$ cat src/rtl/ma_pkg.sv
// Shared types and constants for the memory-access stage.
// Used by memory_access_stage and ma_timeout_counter.
package ma_pkg;

  typedef enum logic [1:0] {
    ST_IDLE   = 2'd0,
    ST_ACCESS = 2'd1,
    ST_RESP   = 2'd2
  } state_e;

  localparam int unsigned DATA_W = 32;
  localparam int unsigned RD_W   = 4;
  localparam int unsigned CNT_W  = 8;
  localparam int unsigned RD_MSB = 25;
  localparam int unsigned RD_LSB = 22;

  localparam logic [RD_W-1:0]   RA_REG = 4'd15;
  localparam logic [DATA_W-1:0] PC_INC = 32'd4;

  // Calls link into the return-address register; everything else uses the rd field.
  function automatic logic [RD_W-1:0] resolve_rd(input logic iscall,
                                                 input logic [DATA_W-1:0] instr);
    return iscall ? RA_REG : instr[RD_MSB:RD_LSB];
  endfunction

  function automatic logic [DATA_W-1:0] resolve_wb(input logic iscall,
                                                   input logic isld,
                                                   input logic [DATA_W-1:0] pc,
                                                   input logic [DATA_W-1:0] ldres,
                                                   input logic [DATA_W-1:0] alu);
    if (iscall)    return pc + PC_INC;
    else if (isld) return ldres;
    else           return alu;
  endfunction

endpackage

$ cat src/rtl/ma_timeout_counter.sv
// Wait counter for the memory handshake; tc_c flags the cycle the limit is reached.
module ma_timeout_counter
  import ma_pkg::*;
#(
  parameter int unsigned TERMINAL = 255
) (
  input  logic clk,
  input  logic rst,
  input  logic en_i,
  input  logic clr_i,
  output logic tc_c
);

  logic [CNT_W-1:0] count_q;
  logic [CNT_W-1:0] count_d;

  always_comb begin
    count_d = count_q;
    if (clr_i)     count_d = '0;
    else if (en_i) count_d = count_q + CNT_W'(1);
  end

  always_ff @(posedge clk) begin
    if (rst) count_q <= '0;
    else     count_q <= count_d;
  end

  assign tc_c = en_i && (count_q == CNT_W'(TERMINAL - 1));

endmodule

$ cat src/rtl/memory_access_stage.sv
// Memory-access stage: request/ack data-memory access and resolved MA/RW bundle.
// Optional feature: define MA_TIMEOUT_EN to abort accesses that never get an ack.
module memory_access_stage
  import ma_pkg::*;
#(
  parameter int unsigned ADDR_W         = 32,
  parameter int unsigned TIMEOUT_CYCLES = 255
) (
  input  logic              clk,
  input  logic              rst,
  input  logic              in_valid,
  output logic              in_ready,
  input  logic [31:0]       in_instruction,
  input  logic [31:0]       in_pc,
  input  logic [31:0]       in_aluresult,
  input  logic [31:0]       in_op2,
  input  logic              in_isld,
  input  logic              in_isst,
  input  logic              in_iscall,
  input  logic              in_iswb,
  output logic              mem_req,
  output logic              mem_we,
  output logic [ADDR_W-1:0] mem_addr,
  output logic [31:0]       mem_wdata,
  input  logic              mem_ack,
  input  logic [31:0]       mem_rdata,
  output logic              out_valid,
  output logic [31:0]       out_instruction,
  output logic [31:0]       out_pc,
  output logic [31:0]       out_aluresult,
  output logic [31:0]       out_ldresult,
  output logic              out_iswb,
  output logic [3:0]        out_rd,
  output logic [31:0]       out_wbdata,
  output logic              err_timeout
);

  state_e state_q, state_d;

  logic              in_ready_q, in_ready_d;
  logic              mem_req_q, mem_req_d;
  logic              mem_we_q, mem_we_d;
  logic [ADDR_W-1:0] mem_addr_q, mem_addr_d;
  logic [31:0]       mem_wdata_q, mem_wdata_d;

  // Captured execute-latch fields for the in-flight memory instruction
  logic [31:0] cap_instr_q, cap_instr_d;
  logic [31:0] cap_pc_q, cap_pc_d;
  logic [31:0] cap_alu_q, cap_alu_d;
  logic        cap_isld_q, cap_isld_d;
  logic        cap_iscall_q, cap_iscall_d;
  logic        cap_wben_q, cap_wben_d;
  logic [31:0] ldres_q, ldres_d;

  logic        out_valid_q, out_valid_d;
  logic [31:0] out_instr_q, out_instr_d;
  logic [31:0] out_pc_q, out_pc_d;
  logic [31:0] out_alu_q, out_alu_d;
  logic [31:0] out_ldres_q, out_ldres_d;
  logic        out_iswb_q, out_iswb_d;
  logic [3:0]  out_rd_q, out_rd_d;
  logic [31:0] out_wbdata_q, out_wbdata_d;

`ifdef MA_TIMEOUT_EN
  logic err_q, err_d;
  logic timeout_c;

  ma_timeout_counter #(
    .TERMINAL (TIMEOUT_CYCLES)
  ) u_timeout (
    .clk   (clk),
    .rst   (rst),
    .en_i  (state_q == ST_ACCESS),
    .clr_i (state_q != ST_ACCESS),
    .tc_c  (timeout_c)
  );
`endif

  always_comb begin
    state_d      = state_q;
    in_ready_d   = in_ready_q;
    mem_req_d    = mem_req_q;
    mem_we_d     = mem_we_q;
    mem_addr_d   = mem_addr_q;
    mem_wdata_d  = mem_wdata_q;
    cap_instr_d  = cap_instr_q;
    cap_pc_d     = cap_pc_q;
    cap_alu_d    = cap_alu_q;
    cap_isld_d   = cap_isld_q;
    cap_iscall_d = cap_iscall_q;
    cap_wben_d   = cap_wben_q;
    ldres_d      = ldres_q;
    out_valid_d  = 1'b0;
    out_instr_d  = out_instr_q;
    out_pc_d     = out_pc_q;
    out_alu_d    = out_alu_q;
    out_ldres_d  = out_ldres_q;
    out_iswb_d   = out_iswb_q;
    out_rd_d     = out_rd_q;
    out_wbdata_d = out_wbdata_q;
`ifdef MA_TIMEOUT_EN
    err_d        = err_q;
`endif

    case (state_q)
      ST_IDLE: begin
        if (in_valid) begin
          if (in_isld || in_isst) begin
            // Store wins when both flags are set
            state_d      = ST_ACCESS;
            in_ready_d   = 1'b0;
            mem_req_d    = 1'b1;
            mem_we_d     = in_isst;
            mem_addr_d   = ADDR_W'({in_aluresult[31:2], 2'b00});
            mem_wdata_d  = in_op2;
            cap_instr_d  = in_instruction;
            cap_pc_d     = in_pc;
            cap_alu_d    = in_aluresult;
            cap_isld_d   = in_isld && !in_isst;
            cap_iscall_d = in_iscall;
            cap_wben_d   = in_iswb || in_iscall;
            ldres_d      = '0;
          end else begin
            out_valid_d  = 1'b1;
            out_instr_d  = in_instruction;
            out_pc_d     = in_pc;
            out_alu_d    = in_aluresult;
            out_ldres_d  = '0;
            out_iswb_d   = in_iswb || in_iscall;
            out_rd_d     = resolve_rd(in_iscall, in_instruction);
            out_wbdata_d = resolve_wb(in_iscall, 1'b0, in_pc, 32'd0, in_aluresult);
          end
        end
      end
      ST_ACCESS: begin
        if (mem_ack) begin
          state_d     = ST_RESP;
          mem_req_d   = 1'b0;
          mem_we_d    = 1'b0;
          mem_addr_d  = '0;
          mem_wdata_d = '0;
          ldres_d     = cap_isld_q ? mem_rdata : 32'd0;
        end
`ifdef MA_TIMEOUT_EN
        else if (timeout_c) begin
          state_d     = ST_RESP;
          mem_req_d   = 1'b0;
          mem_we_d    = 1'b0;
          mem_addr_d  = '0;
          mem_wdata_d = '0;
          ldres_d     = '0;
          cap_wben_d  = 1'b0;
          err_d       = 1'b1;
        end
`endif
      end
      ST_RESP: begin
        state_d      = ST_IDLE;
        in_ready_d   = 1'b1;
        out_valid_d  = 1'b1;
        out_instr_d  = cap_instr_q;
        out_pc_d     = cap_pc_q;
        out_alu_d    = cap_alu_q;
        out_ldres_d  = ldres_q;
        out_iswb_d   = cap_wben_q;
        out_rd_d     = resolve_rd(cap_iscall_q, cap_instr_q);
        out_wbdata_d = resolve_wb(cap_iscall_q, cap_isld_q, cap_pc_q, ldres_q, cap_alu_q);
      end
      default: begin
        state_d    = ST_IDLE;
        in_ready_d = 1'b1;
        mem_req_d  = 1'b0;
      end
    endcase
  end

  always_ff @(posedge clk) begin
    if (rst) begin
      state_q      <= ST_IDLE;
      in_ready_q   <= 1'b1;
      mem_req_q    <= 1'b0;
      mem_we_q     <= 1'b0;
      mem_addr_q   <= '0;
      mem_wdata_q  <= '0;
      cap_instr_q  <= '0;
      cap_pc_q     <= '0;
      cap_alu_q    <= '0;
      cap_isld_q   <= 1'b0;
      cap_iscall_q <= 1'b0;
      cap_wben_q   <= 1'b0;
      ldres_q      <= '0;
      out_valid_q  <= 1'b0;
      out_instr_q  <= '0;
      out_pc_q     <= '0;
      out_alu_q    <= '0;
      out_ldres_q  <= '0;
      out_iswb_q   <= 1'b0;
      out_rd_q     <= '0;
      out_wbdata_q <= '0;
`ifdef MA_TIMEOUT_EN
      err_q        <= 1'b0;
`endif
    end else begin
      state_q      <= state_d;
      in_ready_q   <= in_ready_d;
      mem_req_q    <= mem_req_d;
      mem_we_q     <= mem_we_d;
      mem_addr_q   <= mem_addr_d;
      mem_wdata_q  <= mem_wdata_d;
      cap_instr_q  <= cap_instr_d;
      cap_pc_q     <= cap_pc_d;
      cap_alu_q    <= cap_alu_d;
      cap_isld_q   <= cap_isld_d;
      cap_iscall_q <= cap_iscall_d;
      cap_wben_q   <= cap_wben_d;
      ldres_q      <= ldres_d;
      out_valid_q  <= out_valid_d;
      out_instr_q  <= out_instr_d;
      out_pc_q     <= out_pc_d;
      out_alu_q    <= out_alu_d;
      out_ldres_q  <= out_ldres_d;
      out_iswb_q   <= out_iswb_d;
      out_rd_q     <= out_rd_d;
      out_wbdata_q <= out_wbdata_d;
`ifdef MA_TIMEOUT_EN
      err_q        <= err_d;
`endif
    end
  end

  assign in_ready        = in_ready_q;
  assign mem_req         = mem_req_q;
  assign mem_we          = mem_we_q;
  assign mem_addr        = mem_addr_q;
  assign mem_wdata       = mem_wdata_q;
  assign out_valid       = out_valid_q;
  assign out_instruction = out_instr_q;
  assign out_pc          = out_pc_q;
  assign out_aluresult   = out_alu_q;
  assign out_ldresult    = out_ldres_q;
  assign out_iswb        = out_iswb_q;
  assign out_rd          = out_rd_q;
  assign out_wbdata      = out_wbdata_q;
`ifdef MA_TIMEOUT_EN
  assign err_timeout     = err_q;
`else
  assign err_timeout     = 1'b0;
`endif

endmodule
$ cat config.mk
export PLATFORM = sky130hd
export DESIGN_NAME = memory_access_stage
export DESIGN_NICKNAME = d
export VERILOG_FILES = /design/src/rtl/ma_pkg.sv /design/src/rtl/ma_timeout_counter.sv /design/src/rtl/memory_access_stage.sv
export SDC_FILE = /design/constraint.sdc
export NUM_CORES = 1
export LEC_CHECK = 0
export BUFFER_PORTS_ARGS = -buffer_cell sky130_fd_sc_hd__buf_2
export CORE_MARGIN = 10
export CORE_UTILIZATION = 40
export CTS_BUF_LIST = sky130_fd_sc_hd__clkbuf_8
export DETAILED_ROUTE_END_ITERATION = 12
export HOLD_SLACK_MARGIN = 0.02
export PLACE_DENSITY_LB_ADDON = 0.2
export SYNTH_ARGS = -nofsm -noshare
export SYNTH_HDL_FRONTEND = slang
export SYNTH_SLANG_ARGS = --single-unit
$ cat constraint.sdc
create_clock -name clk -period 4.7 [get_ports clk]
set_input_delay 0.47 -clock clk [delete_from_list [all_inputs] [get_ports clk]]
set_output_delay 0.47 -clock clk [all_outputs]
set_load 0.02 [all_outputs]
==> results.md, run 1 <==
* Data arrival time of the worst path at 3.14 ns
* Number of clock sinks at 364
* Vias in the first global route at 14700
* Crit. path cell count at 6
* HPWL after detailed placement at 41.2 mm
* Worst R2R Start: state_q[1]
* Global-route wire length before repair at 89.7 mm
* Most common cell on crit path: sky130_fd_sc_hd__nand2_1
* Clock tree from TritonCTS: yes
* Fraction of final layout cells sized beyond drive strength 1 at 24.2%
* Largest net degree at the start of global routing at 187
* Number of enable flip-flop cells after synthesis at 0
* Worst slack at placement at 1.95 ns
* Post-route setup TNS at 0 ns
* Total number of vias at 15700
* Post-route ant nets at 0
* Dominant synthesized flop cell: sky130_fd_sc_hd__dfxtp_1
* Leakage at 7.76 nW
* Root cell of the clock tree: sky130_fd_sc_hd__clkbuf_8
* Worst hold path type: in -> reg
* Gate count after technology mapping at 1944
* Max Clk Rate at 373 MHz
* Number of cell rows at 72
* Origin of the worst setup path: state_q[1]
* Number of warnings reported in the yosys synthesis log at 0
* CP required at 5.16 ns
* Average vias per placed instance at 5.58
* Number of violations of the max-capacitance limit at 0
* Power density over the cells at 387 mW/mm²
* Worst Setup Start Kind: flop
* Setup repair after global routing missed its margin: false
* Die outline area at 0.0471 mm²
* Die Wd at 217 µm
* Clock slew at reported path FFs at 0.06 ns
* Buffer count from post-CTS setup fixing at 0
* Number of iterations in the first detailed-routing pass at 6
* Post-route insts no fill at 2811
* Cell total after placement at 2697
* Mapped Avg Cell Area at 7.99 µm²
* Critical path fanouts, max at 35
* Clock buffer count from CTS at 66
* Area share of the largest cell type after synthesis at 46.9%
* Starting density of the core at 40.3%
* Combined flip-flop and latch cell area at 0.00729 mm²
* Startpoint-to-endpoint class of the critical path: reg -> reg
* Number of unique standard cell types used by synthesis at 67
* Element type at the critical path end: flop
* Share of async-settable or async-resettable flops after synthesis at 0%
* Cell accounting for the most synthesized area: sky130_fd_sc_hd__dfxtp_1
* Status: finished, final reports clean
* Setup Skew at 0.0320 ns
* Number of cells on the worst hold path at 3
* Number of antenna violations at the first check in global routing at 5
* Count of routing violations after the opening detailed-route iteration at 1640
* Crit path time final at 2.68 ns
* Number of cells on the worst reg-to-reg path at 6
* Count of hold buffers inserted by post-cts repair at 0
* GRT Resource Usage Total at 23.9%
* # fillers at 3938
* Final setup fails at 0
* Deepest level of the CTS H-tree at 3
* Max Slew Vio Count at 0
* Count of endpoints failing hold in the final timing report at 0
* Number of gates given a new drive strength after cts at 0
* Maximum count of clock buffers along a single path at 3
* Start point of the worst hold path: in_op2[0]
* Multi-input logic area at 0.00751 mm²
* Final routed wire length divided by cell count at 21.3 µm
* Final worst slack at 2.02 ns
* Family with the most delay on the worst path: simple AND/OR/NAND/NOR gates
* Core region area at 0.0386 mm²
* IO Port Bufs at 398
* Cell type of the slowest stage on the worst timing path: sky130_fd_sc_hd__nand2_1
* Summed instance area of the synthesized netlist at 0.0155 mm²
* Count of unresolved DRC violations after routing at 0
* Slew @ Worst Pin at 1.24 ns
* Number of synthesized register bits at 364
* Layout Nets at 2417
* Highest ir drop seen on vdd at 208 µV
* Buf/Inv on CP at 1
* Overall die height at 217 µm
* Routed wire length at 59.8 mm
* Remaining Overflow, GRT at 0
* Number of top-level pins at 402
* Tightest slew margin relative to the limit at 17.5%
* Part of the cycle the worst path needs at 57.0%
* Weighted congestion reported at the end of routability-driven placement at 0.870
* Top cells by area, synth: sky130_fd_sc_hd__dfxtp_1 (47%), sky130_fd_sc_hd__nand2_1 (11%), sky130_fd_sc_hd__a21oi_1 (7.2%), sky130_fd_sc_hd__nor2_1 (4.2%), sky130_fd_sc_hd__a311oi_1 (3.8%)
* Layout Area Growth over Synthesis at 22.3%
* Latest clock arrival within the worst-skew pair at 0.62 ns
* Share of synthesized area occupied by flip-flops and latches at 46.9%
* Largest stage delay on the critical path at 0.77 ns
* Cells along the critical path: nor2b_1 -> nand2_1 -> buf_4 -> nand2_1 -> nand3_1 -> a21oi_1
==> sequential cells by signal, summed over array words and instances (netlist names) <==
register and cells:
cap_iscall_q 1, mem_addr 30, cap_isld_q 1, cap_alu_q 32, out_valid 1, out_iswb 1
ldres_q 32, out_ldresult 32, out_aluresult 32, mem_we 1, cap_wben_q 1, mem_req 1
cap_pc_q 32, cap_instr_q 32, out_instruction 32, in_ready 1, out_wbdata 32, out_pc 32
state_q 2, mem_wdata 32, out_rd 4
==> kinds of logic (layout without fill, tap and decap cells) <==
logic type,Yosys count,count (layout),share of synthesized area [%]
flip-flops,364,364,46.9
multiplexers,30,30,2.01
AND/OR/NAND/NOR,831,831,22.9
AO/OA/AOI/OAI,497,497,21.4
adder cells (fa/ha/maj),2,2,0.161
buffers and inverters,194,536,5.22
XOR/XNOR,25,25,1.41
other,1,8,0.0241
==> cell type report <==
cell class              count  area share [%]
multi-input cells        1388            39.5
inverters                  12           0.237
diodes                      5          0.0658
flip-flops and latches    364            38.3
well taps                 518            3.41
repair buffers            415            11.5
clock buffers              88            6.37
clock inverters            21           0.540
==> path summary, 6_finish.rpt <==
check | end | slack [ns]
min | mem_wdata[0] | 0.09
min reg2reg | cap_instr_q[0] | 0.45
max reg2reg | ldres_q[3] | 2.02
max | ldres_q[3] | 2.02
==> stage by stage <==
step / utilization, % / hold WS (ns) / power, mW / area (µm²)
after floorplan: - / 0.437 / 4.00 / 15500
after global placement: 45.9 / 0.441 / 4.40 / 17700
after detailed placement: 45.9 / 0.447 / 4.42 / 17700
after CTS: 49.3 / 0.0449 / 7.43 / 19000
after global routing: 49.3 / 0.0658 / 7.67 / 19000
final: 49.3 / 0.0880 / 7.36 / 19000
==> synthesized netlist by cell type, types with 9 or more instances <==
cell and count:
sky130_fd_sc_hd__nand2_1 459, sky130_fd_sc_hd__dfxtp_1 364, sky130_fd_sc_hd__a21oi_1 223, sky130_fd_sc_hd__nor2_1 172
sky130_fd_sc_hd__clkbuf_1 151, sky130_fd_sc_hd__nand3_1 90, sky130_fd_sc_hd__a311oi_1 68, sky130_fd_sc_hd__o21ai_0 37
sky130_fd_sc_hd__a222oi_1 36, sky130_fd_sc_hd__a22oi_1 33, sky130_fd_sc_hd__nor3_1 25, sky130_fd_sc_hd__a211oi_1 24
sky130_fd_sc_hd__mux2i_1 20, sky130_fd_sc_hd__xor2_1 15, sky130_fd_sc_hd__buf_1 13, sky130_fd_sc_hd__nand4_1 13
sky130_fd_sc_hd__inv_1 12, sky130_fd_sc_hd__or4_1 12, sky130_fd_sc_hd__nor4_1 11, sky130_fd_sc_hd__mux2_2 10
sky130_fd_sc_hd__o211ai_1 10, sky130_fd_sc_hd__xnor2_1 10, sky130_fd_sc_hd__nor2b_1 9, sky130_fd_sc_hd__o31ai_1 9
==> per-layer routing <==
layer	track usage (%)	up-vias	part of all wire (%)
met2	35.0	670	44
li1	-	7495	-
met3	6.42	99	8.6
met5	0	-	0
met4	9.86	0	3.0
met1	32.7	7432	45
==> power breakdown <==
group	total, mW	switching [mW]	internal (mW)
Clock	3.00	1.34	1.66
Sequential	3.36	0.115	3.25
Combinational	0.996	0.680	0.316
==> cells in the final DEF (no fill, tap or decap), types with 11 or more instances in the layout <==
| master | count |
|---|---|
| sky130_fd_sc_hd__or4_1 | 12 |
| sky130_fd_sc_hd__clkbuf_8 | 88 |
| sky130_fd_sc_hd__nor2_1 | 172 |
| sky130_fd_sc_hd__xor2_1 | 15 |
| sky130_fd_sc_hd__nand4_1 | 13 |
| sky130_fd_sc_hd__a211oi_1 | 24 |
| sky130_fd_sc_hd__nor3_1 | 25 |
| sky130_fd_sc_hd__a222oi_1 | 36 |
| sky130_fd_sc_hd__a21oi_1 | 222 |
| sky130_fd_sc_hd__dfxtp_1 | 363 |
| sky130_fd_sc_hd__a22oi_1 | 33 |
| sky130_fd_sc_hd__buf_2 | 397 |
| sky130_fd_sc_hd__a311oi_1 | 68 |
| sky130_fd_sc_hd__nand2_1 | 459 |
| sky130_fd_sc_hd__inv_1 | 27 |
| sky130_fd_sc_hd__mux2i_1 | 20 |
| sky130_fd_sc_hd__buf_4 | 12 |
| sky130_fd_sc_hd__o21ai_0 | 36 |
| sky130_fd_sc_hd__nor4_1 | 11 |
| sky130_fd_sc_hd__nand3_1 | 90 |
==> worst min-delay path: cells and delay by family <==
kind | cells | cell delay (ns)
compound gates | 1 | 0.05
simple gates | 1 | 0.04
buf+inv | 1 | 0.09
No activity file was read; power rests on OpenSTA's default activity.
==> run 2, diff against run 1 <==
Settings changed: ABC_AREA from default to 1.
Clock period 4.7 ns to 2.3 ns, I/O delays scaled along.
==> run 2 against run 1 <==
  * Die area increased by 3.6%
  * Synthesized cell count is 21% higher
  * Count of clock-buffer cells in the layout down 8
  * Worst hold slack gained 0.044 ns
  * Clock power is 100% higher
  * Critical path depth up 8
  * Critical path type is now in -> reg
==> results.md, run 2 <==
* Family with the most delay on the worst path: simple AND/OR/NAND/NOR gates
* Number of unique standard cell types used by synthesis at 33 (-51%)
* Number of top-level pins at 402 (unchanged)
* Count of routing violations after the opening detailed-route iteration at 1684 (+2.7%)
* Clock buffer count from CTS at 66 (unchanged)
* Startpoint-to-endpoint class of the critical path: in -> reg
* Routed wire length at 68.0 mm (+14%)
* Final routed wire length divided by cell count at 19.8 µm (-7.0%)
* Most frequent cell after synthesis: sky130_fd_sc_hd__nand2_1
* Average vias per placed instance at 5.26 (-5.8%)
* Fraction of final layout cells sized beyond drive strength 1 at 18.7% (-5.4 points)
* Setup Skew at 0.0289 ns (-0.00308 ns)
* Largest stage delay on the critical path at 0.54 ns (-0.23 ns)
* Clock slew at reported path FFs at 0.06 ns (about the same)
* Crit Reg-Reg Endpoint: out_wbdata[26]
* Most common cell on crit path: sky130_fd_sc_hd__nand2_1
* Max Clk Rate at 496 MHz
* Maximum count of clock buffers along a single path at 3 (unchanged)
* Vias in the first global route at 17700 (+21%)
* Summed instance area of the synthesized netlist at 0.0161 mm² (+3.9%)
* Leading cell types by count after synthesis: sky130_fd_sc_hd__nand2_1 (727), sky130_fd_sc_hd__dfxtp_1 (364), sky130_fd_sc_hd__a21oi_1 (277)
* CP required at 2.80 ns (-2.36 ns)
* Top cells by area, synth: sky130_fd_sc_hd__dfxtp_1 (45%), sky130_fd_sc_hd__nand2_1 (17%), sky130_fd_sc_hd__a21oi_1 (8.6%), sky130_fd_sc_hd__o21ai_0 (5.8%), sky130_fd_sc_hd__nand3_1 (4.8%)
* Number of warnings reported in the yosys synthesis log at 0 (unchanged)
* Number of iterations in the first detailed-routing pass at 7 (+1)
* Worst Setup Start Kind: input port
* IO Port Bufs at 398 (unchanged)
* Setup repair after global routing missed its margin: false
* Critical path fanouts, max at 5 (-86%)
* Layout Nets at 3034 (+26%)
* Max Slew Vio Count at 0 (unchanged)
* Worst hold path type: in -> reg
* Cells along the critical path: dlygate4sd3_1 -> buf_2 -> ha_1 -> nand2_1 -> nor2_1 -> nand2_1 -> nor2_1 -> nand2_1 -> nand2_1 -> nand3_1 -> nand2_1 -> nand3_1 -> nand2_1 -> inv_1
* Utilization after layout at 54.1% (+4.8 points)
* Count of unresolved DRC violations after routing at 0 (unchanged)
* HPWL after detailed placement at 47.0 mm (+14%)
* Area share of the largest cell type after synthesis at 45.1% (-1.8 points)
* Latest clock arrival within the worst-skew pair at 0.61 ns (about the same)
* Highest ir drop seen on vdd at 499 µV (+140%)
* Global-route wire length before repair at 105 mm (+16%)
* End of the worst hold path: out_instruction[22]
* Dominant synthesized flop cell: sky130_fd_sc_hd__dfxtp_1
* Element type at the critical path end: flop
* Slew @ Worst Pin at 0.905 ns (-0.332 ns)
* Count of endpoints failing hold in the final timing report at 0 (unchanged)
* Number of antenna violations at the first check in global routing at 5 (unchanged)
* Crit path time final at 2.02 ns
* Weighted congestion reported at the end of routability-driven placement at 0.920 (+5.7%)
* Worst R2R Start: cap_pc_q[3]
* Overall die height at 221 µm (+1.8%)
* Die Wd at 221 µm (+1.8%)
* Post-route setup TNS at 0 ns (unchanged)
* Post-route ant nets at 0 (unchanged)
* Buffer count from post-CTS setup fixing at 0 (unchanged)
* Starting density of the core at 40.6% (+0.25 points)
* Worst reg-to-reg setup slack at 0.36 ns (-1.66 ns)
* Part of the cycle the worst path needs at 87.6%
* Buf/Inv on CP at 3 (+2)
* Final setup fails at 0 (unchanged)
* Start point of the worst hold path: rst
* Share of synthesized area occupied by flip-flops and latches at 45.1% (-1.8 points)
* Largest net degree at the start of global routing at 192 (+2.7%)
* Data arrival time of the worst path at 2.51 ns (-0.63 ns)
* Mapped Avg Cell Area at 6.84 µm² (-14%)
* Cell accounting for the most synthesized area: sky130_fd_sc_hd__dfxtp_1
* Total number of vias at 18100 (+15%)
* Most common library cell in the layout ignoring fill and taps: sky130_fd_sc_hd__nand2_1
* # fillers at 3915 (-0.58%)
* Number of cells on the worst reg-to-reg path at 12 (+6)
* Deepest level of the CTS H-tree at 3 (unchanged)
* Number of cells on the worst hold path at 4 (+1)
* Core region area at 0.0398 mm² (+3.3%)
* Tightest slew margin relative to the limit at 39.7% (+22 points)
* Share of async-settable or async-resettable flops after synthesis at 0% (unchanged)
* GRT Resource Usage Total at 26.6% (+2.6 points)
* Gate count after technology mapping at 2360 (+21%)
* Tightest hold margin at 0.132 ns (+0.0438 ns)
* Number of gates given a new drive strength after cts at 0 (unchanged)
* Remaining Overflow, GRT at 0 (unchanged)
* Number of violations of the max-capacitance limit at 0 (unchanged)
* Clock tree from TritonCTS: yes
* Die outline area at 0.0488 mm² (+3.6%)
* Power density over the cells at 738 mW/mm² (+91%)
* Number of cell rows at 73 (+1.4%)
* Leakage at 9.68 nW (+25%)
* Layout Area Growth over Synthesis at 33.3%
* Cell type of the slowest stage on the worst timing path: sky130_fd_sc_hd__dlygate4sd3_1
* Number of enable flip-flop cells after synthesis at 0 (unchanged)
* Number of clock sinks at 364 (unchanged)
* Most frequent cells in the layout: sky130_fd_sc_hd__nand2_1 (726), sky130_fd_sc_hd__buf_2 (397), sky130_fd_sc_hd__dfxtp_1 (363)
* Status: finished, final reports clean
* Number of synthesized register bits at 364 (unchanged)
* Count of hold buffers inserted by post-cts repair at 163 (+163)
* Root cell of the clock tree: sky130_fd_sc_hd__clkbuf_8
-- run 2: changes by cell type in the layout (fill, tap and decap cells not counted), moves of 68 or more --
cell                            previous run  this run
sky130_fd_sc_hd__a31oi_1                   5       103
sky130_fd_sc_hd__inv_1                    27       191
sky130_fd_sc_hd__dlygate4sd3_1             0       163
sky130_fd_sc_hd__o21ai_0                  36       186
sky130_fd_sc_hd__nand2_1                 459       726
sky130_fd_sc_hd__a311oi_1                 68         0
-- run 2: how the worst max path moves through the flow --
stage,from,to,slack (ns),cells after the start
floorplan,cap_pc_q[2],out_wbdata[26],0.76,12
global placement,in_pc[2],out_wbdata[20],0.35,13
detailed placement,in_pc[2],out_wbdata[26],0.32,13
CTS,in_pc[2],out_wbdata[26],0.39,14
global route,in_pc[2],out_wbdata[22],0.13,14
finish,in_pc[2],out_wbdata[22],0.28,14
-- run 2: report_power, final --
part | switching, mW | leakage, nW | internal (mW) | total [mW]
Combinational | 1.77 | 5.94 | 0.969 | 2.74
Clock | 2.75 | 0.765 | 3.35 | 6.10
Sequential | 0.307 | 2.98 | 6.74 | 7.05
Total | 4.83 | 9.68 | 11.1 | 15.9
-- run 2: metrics by stage --
| stage | power [mW] | worst slack, ns | instances | area [µm²] |
|---|---|---|---|---|
| after floorplan | 8.58 | 0.759 | 2362 | 16200 |
| after global placement | 9.64 | 0.346 | 3158 | 18600 |
| after detailed placement | 9.65 | 0.322 | 3158 | 18600 |
| after CTS | 16.0 | 0.393 | 3436 | 21500 |
| after global routing | 16.6 | 0.131 | 3441 | 21500 |
| final | 15.9 | 0.284 | 3441 | 21500 |
-- run 2: cells by family (layout without fill, tap and decap cells) --
logic type                 after synthesis  after routing  share of synthesized area, %
and+or+nand+nor                       1027           1027                          25.4
AOI/OAI and AO/OA                      618            618                          20.5
DFF                                    364            364                          45.1
buffers and inverters                  339            888                          8.38
xor gates and xnor gates                 9              9                         0.488
adders and majority gates                2              2                         0.155
other                                    1              8                        0.0232
-- run 2: tightest hold or removal path: cells and delay by family --
kind	cells	cell delay, ns
AOI/OAI and AO/OA	2	0.19
buffers and inverters	2	0.24
-- run 2: area by class of cell --
type / instances / area, µm² / share of cell area [%]
Antenna cell: 5 / 12.5 / 0.0581
Clock buffer: 80 / 1100 / 5.11
Clock inverter: 35 / 195 / 0.907
Inverter: 171 / 656 / 3.05
Multi-Input combinational cell: 1659 / 7530 / 35.0
Sequential cell: 364 / 7290 / 33.9
Tap cell: 525 / 657 / 3.05
Timing Repair Buffer: 602 / 4090 / 19.0
-- run 2: layer usage --
layer / vias up / global-route usage (%) / wire length, µm
li1: 8766 / - / -
met1: 8441 / 34.0 / 29200
met2: 770 / 41.6 / 30400
met3: 114 / 6.91 / 5950
met4: 0 / 11.2 / 2540
met5: - / 0 / 0
